**src/rtl/freq_divider_prog.sv**
```systemverilog
// Programmable integer clock divider: divides clk by R in 1..2^WIDTH-1 with near-50% duty.
// Ratio updates arrive through a valid/ready handshake and take effect only on a period wrap.
module freq_divider_prog #(
  parameter int unsigned WIDTH     = 8,
  parameter int unsigned RESET_DIV = 4
) (
  input  logic             clk,
  input  logic             reset_n,
  input  logic             en,
  input  logic [WIDTH-1:0] ndiv,
  input  logic             ndiv_valid,
  output logic             ndiv_ready,
  output logic             freq_div_out,
  output logic             tc_pulse,
  output logic [WIDTH-1:0] phase_cnt
);

  localparam logic [WIDTH-1:0] ZERO    = {WIDTH{1'b0}};
  localparam logic [WIDTH-1:0] ONE     = {{(WIDTH-1){1'b0}}, 1'b1};
  localparam logic [WIDTH-1:0] RST_R   = RESET_DIV[WIDTH-1:0];
  localparam logic [WIDTH-1:0] RST_CNT = (RESET_DIV == 0) ? ZERO : RST_R - ONE;

  logic [WIDTH-1:0] r_ratio;
  logic [WIDTH-1:0] r_cnt;
  logic [WIDTH-1:0] r_shadow;
  logic             r_pending;
  logic             r_out;
  logic             r_tc;

  logic [WIDTH:0]   w_high;
  logic [WIDTH-1:0] w_cnt_next;
  logic             w_halt;
  logic             w_last;
  logic             w_wrap;
  logic             w_xfer;
  logic             w_apply;

  // Period bookkeeping: high time is one bit wider so R = 2^WIDTH-1 cannot overflow.
  always_comb begin
    w_high  = ({1'b0, r_ratio} + {ZERO, 1'b1}) >> 1;
    w_halt  = (r_ratio == ZERO);
    w_last  = (r_cnt == (r_ratio - ONE));
    w_wrap  = w_halt | (en & w_last);
    w_xfer  = ndiv_valid & ~r_pending;
    w_apply = w_wrap & r_pending;
    if (w_last) begin
      w_cnt_next = ZERO;
    end else begin
      w_cnt_next = r_cnt + ONE;
    end
  end

  // Handshake capture of the shadow ratio and pending flag.
  always_ff @(posedge clk or negedge reset_n) begin
    if (!reset_n) begin
      r_shadow  <= ZERO;
      r_pending <= 1'b0;
    end else if (w_xfer) begin
      r_shadow  <= ndiv;
      r_pending <= 1'b1;
    end else if (w_apply) begin
      r_pending <= 1'b0;
    end else begin
      r_pending <= r_pending;
    end
  end

  // Phase counter, active ratio and registered outputs; a halted divider still wraps every edge.
  always_ff @(posedge clk or negedge reset_n) begin
    if (!reset_n) begin
      r_ratio <= RST_R;
      r_cnt   <= RST_CNT;
      r_out   <= 1'b0;
      r_tc    <= 1'b0;
    end else if (w_apply) begin
      r_ratio <= r_shadow;
      r_cnt   <= ZERO;
      r_out   <= (r_shadow != ZERO);
      r_tc    <= (r_shadow != ZERO);
    end else if (w_halt) begin
      r_cnt <= ZERO;
      r_out <= 1'b0;
      r_tc  <= 1'b0;
    end else if (en) begin
      r_cnt <= w_cnt_next;
      r_out <= ({1'b0, w_cnt_next} < w_high);
      r_tc  <= (w_cnt_next == ZERO);
    end else begin
      r_tc <= 1'b0;
    end
  end

  assign ndiv_ready   = ~r_pending;
  assign freq_div_out = r_out;
  assign tc_pulse     = r_tc;
  assign phase_cnt    = r_cnt;

endmodule
```
**config.mk**
```make
export PLATFORM = sky130hd
export DESIGN_NAME = freq_divider_prog
export DESIGN_NICKNAME = d
export VERILOG_FILES = /design/src/rtl/freq_divider_prog.sv
export SDC_FILE = /design/constraint.sdc
export NUM_CORES = 1
export LEC_CHECK = 0
export BUFFER_PORTS_ARGS = -buffer_cell sky130_fd_sc_hd__clkbuf_2
export CORE_ASPECT_RATIO = 2
export CORE_MARGIN = 3
export CORE_UTILIZATION = 53
export DETAILED_ROUTE_END_ITERATION = 7
export PLACE_DENSITY = 0.73
export RECOVER_POWER = 50
export SLEW_MARGIN = 10
export SYNTH_ARGS = -nofsm -noshare
export SYNTH_HDL_FRONTEND = slang
export SYNTH_SLANG_ARGS = --single-unit
```
**constraint.sdc**
```tcl
create_clock -name clk -period 3.7 [get_ports clk]
set_input_delay 0.925 -clock clk [delete_from_list [all_inputs] [get_ports clk]]
set_output_delay 0.925 -clock clk [all_outputs]
set_load 0.02 [all_outputs]
```
==> impl_metrics.py <==
metrics = {
    "synthesis": {
        "yosys_warnings": 0,
        "ys_async_sr_fraction_pct": 100.0,
        "syn-num-nets": 281,
        "synth-edff-count": 0,
        "avgSynthCellArea_sq_um": 8.541,
        "yosysSeqAreaShare_pct": 30.71,
        "synthFlopType": "dfrtp_1",
        "synthCells": 259,
        "synth.distinct_cells": 50,
        "synth_area_sq_mm": 0.002212,
        "synth-seq-cells": 27,
    },
    "power_and_ir_drop": {
        "p_int_mw": 0.9336,
        "switching_share_pct": 48.13,
        "combPwrFrac_pct": 60.6,
        "p_total_mw": 1.800,
        "worst_ir_drop_vdd_mv": 0.3906,
        "p_sw_mw": 0.8663,
        "p_leak_nw": 1.014,
        "p_clk_share_pct": 9.7,
        "p_per_area_mw_per_mm2": 750.0,
        "seqPwrFrac_pct": 29.7,
    },
    "cts": {
        "cts_setup_buffers": 0,
        "cts_inserted_buffers": 3,
        "path_clk_slew_ns": 0.10,
        "cts.sink_count": 27,
        "cts_tree": "built",
        "htreeDepth": 1,
        "clock_latency_ns": 0.28,
        "cts_buffer_depth": 2,
        "clock-root-buffer": "clkbuf_8",
        "cts_hold_buffers": 0,
    },
    "critical_path": {
        "cpMaxStageDelayCell": "dfrtp_1",
        "path_buf_inv": 2,
        "crit_path_start_kind": "flop",
        "endpoint_kind": "flop",
        "cp.arrival_ns": 3.65,
        "reg2reg_depth": 14,
        "rrSetupSlack_ns": 0.25,
        "timing_worst_setup_path_type": "flop to flop",
        "cpPeakStageDelay_ns": 0.46,
        "cp_max_fo": 8,
        "r2r_start": "r_ratio[0]",
        "critPathTopFamily": "compound AO/OA/AOI/OAI gates",
        "r2r_end": "freq_div_out",
        "crit_chain": "inv_1 > ha_2 > nand2_1 > or4_1 > a21o_1 > nor2_4 > buf_4 > nor2_1 > ha_1 > a211oi_1 > nand3_1 > o41ai_1 > nand4_1 > o211ai_1",
        "crit_required_ns": 3.90,
    },
    "status": {
        "violations": "capacitance limit, slew limit",
        "run_status": "finished, violations left",
    },
    "sta": {
        "worst_pin_slew_ns": 1.513,
        "timing.final.ws_setup_ns": 0.2505,
        "drv_slew": 28,
        "rsz0062_at_grt": "no",
        "tns_ns": 0,
        "clock.fmax_mhz": 289.9,
        "hold_violations": 0,
        "min_period_over_period_pct": 93.23,
        "post-route-min-period_ns": 3.450,
        "setup_violations": 0,
        "slew-limit-headroom_pct": -0.8402,
        "fin_skew_ns": 0.002397,
    },
    "final_layout": {
        "final_cells": 324,
        "final_nets": 296,
        "fin_area_sq_mm": 0.002400,
        "layout_common_cells": "dfrtp_1, clkbuf_2, nand3_1",
        "diodes": 0,
        "drive_above_1_share_pct": 17.95,
        "syn_to_final_growth_pct": 8.484,
        "layout_commonest_cell": "dfrtp_1",
    },
    "routing": {
        "drc": 0,
        "routed_wl_um": 5822,
        "drt_first_pass_iters": 4,
        "routed_via_density": 6.370,
        "drtIter0Drc": 77,
        "vias": 2064,
        "wl_per_cell_um": 17.97,
        "postRouteAntennaNets": 0,
    },
    "global_routing": {
        "busiest_layer": "met2",
        "antenna_found_initial": 0,
        "grtUsageTotal_pct": 25.08,
        "grt_pass1_vias": 2014,
        "globalRouteMet1Util_pct": 28.29,
        "grt.met2_usage_pct": 44.20,
        "globalRoute.totalOverflow": 0,
        "use_met3_pct": 2.304,
        "grt_pass1_wl_um": 9818,
        "grt_max_degree": 28,
    },
    "floorplanning": {
        "die_w_um": 51.68,
        "die-area_sq_mm": 0.005032,
        "io_pins": 23,
        "start_util_pct": 56.38,
        "fp.dieH_um": 97.37,
        "num_rows": 32,
        "core_sq_mm": 0.003924,
    },
    "placed_design": {
        "place_inst": 320,
        "dpl_cell_area_sq_mm": 0.002351,
        "hpwl_um": 4346,
        "port-buffer-count": 22,
        "gp_congestion": 0.9090,
        "preCtsSetupSlack_ns": 0.2564,
    },
    "worst_hold_path": {
        "min_from": "r_shadow[6]",
        "hold_end": "r_ratio[6]",
        "hp-class": "flop to flop",
        "holdPathStages": 1,
    },
    "run": {
        "drv_cap": 1,
    },
}
[final cells by class]
cell class / count / area [sq um]
clock buffer: 4 / 45.04
fill: 382 / 1524
inverter: 10 / 37.54
multi-input combinational: 199 / 1385
sequential: 27 / 679.4
tap: 51 / 63.81
timing repair buffer: 33 / 188.9
[sequential cells by signal, summed over array words and instances, names as in the netlist]
signal	count
freq_div_out	1
phase_cnt	8
r_ratio	8
r_pending	1
tc_pulse	1
r_shadow	8
[worst max path at each step]
stage                from           end  slack (ns)  cells after the start
4_1_cts        r_ratio[0]  freq_div_out        0.23                     13
5_1_grt        r_ratio[3]  freq_div_out        0.03                     12
3_5_place_dp   r_ratio[0]  freq_div_out        0.26                     13
2_1_floorplan  r_ratio[0]  freq_div_out        0.31                     15
3_3_place_gp   r_ratio[0]  freq_div_out        0.24                     13
6_report       r_ratio[0]  freq_div_out        0.25                     14
[worst reg2reg max path, delay by kind of cell (launching register included)]
family / cells / cell delay [ns]
AOI/OAI and AO/OA: 4 / 1.05
adders and majority gates: 2 / 0.49
buffers and inverters: 2 / 0.36
DFF: 1 / 0.46
and+or+nand+nor: 6 / 1.01
[cell usage after synthesis (all sizes together) (2+ instances only)]
library cell	count	area share (%)
dfrtp	24	27
nand3	17	3.8
o21ai	15	3.4
a21oi	14	3.2
clkbuf	14	2.4
nand2	14	2.4
nor2	14	2.5
xnor2	13	5.1
ha	10	5.7
buf	9	2.9
inv	9	1.5
nand2b	9	2.5
mux2	8	4.1
nor2b	7	2.0
or4b	7	3.2
nand4	6	1.7
nor4	6	2.4
xor2	6	2.4
and3	5	1.4
nor3	5	1.1
o22ai	5	1.4
and2	4	1.1
a21o	3	1.0
dfstp	3	3.6
nor3b	3	1.0
o32ai	3	1.2
a211oi	2	0.68
a2bb2oi	2	0.79
a311oi	2	0.79
o211ai	2	0.91
o311ai	2	0.79
o41ai	2	0.79
or4	2	0.68
[power groups by stage]
stage	registers (mW)	clock network (mW)	logic, mW
CTS	0.534	0.178	1.08
finish	0.534	0.175	1.09
floorplan	0.534	0	0.786
detailed placement	0.541	0	1.06
global route	0.555	0.186	1.21
global placement	0.539	0	1.05
[stage by stage]
| stage | util (%) | hold WS (ns) |
|---|---|---|
| 3_3_place_gp | 59.92 | 0.5407 |
| 6_report | 61.16 | 0.5507 |
| 3_5_place_dp | 59.92 | 0.5349 |
| 5_1_grt | 61.16 | 0.5747 |
| 4_1_cts | 61.07 | 0.5584 |
| 2_1_floorplan | - | 0.4849 |
[layer usage]
metal / routed length [um] / vias to the layer above
li1: - / 981
met1: 2191 / 991
met2: 3146 / 69
met3: 220 / 23
met4: 264 / 0
met5: 0 / -
[what timing repair did]
item / in CTS / in global routing
hold endpoints to repair: 0 / 0
setup endpoints to repair: 0 / 1
gates resized for setup: 0 / 2
[kinds of logic (layout without fill, tap and decap cells)]
logic type,after synthesis,in the layout,share of synthesized area [%]
xor+xnor,19,19,7.523
fa+ha+maj,10,10,5.656
simple gates,99,99,25.85
buf+inv,33,47,7.013
mux,8,8,4.073
compound gates,63,63,19.18
flops,27,27,30.71
(Power assumes the default switching activity.)
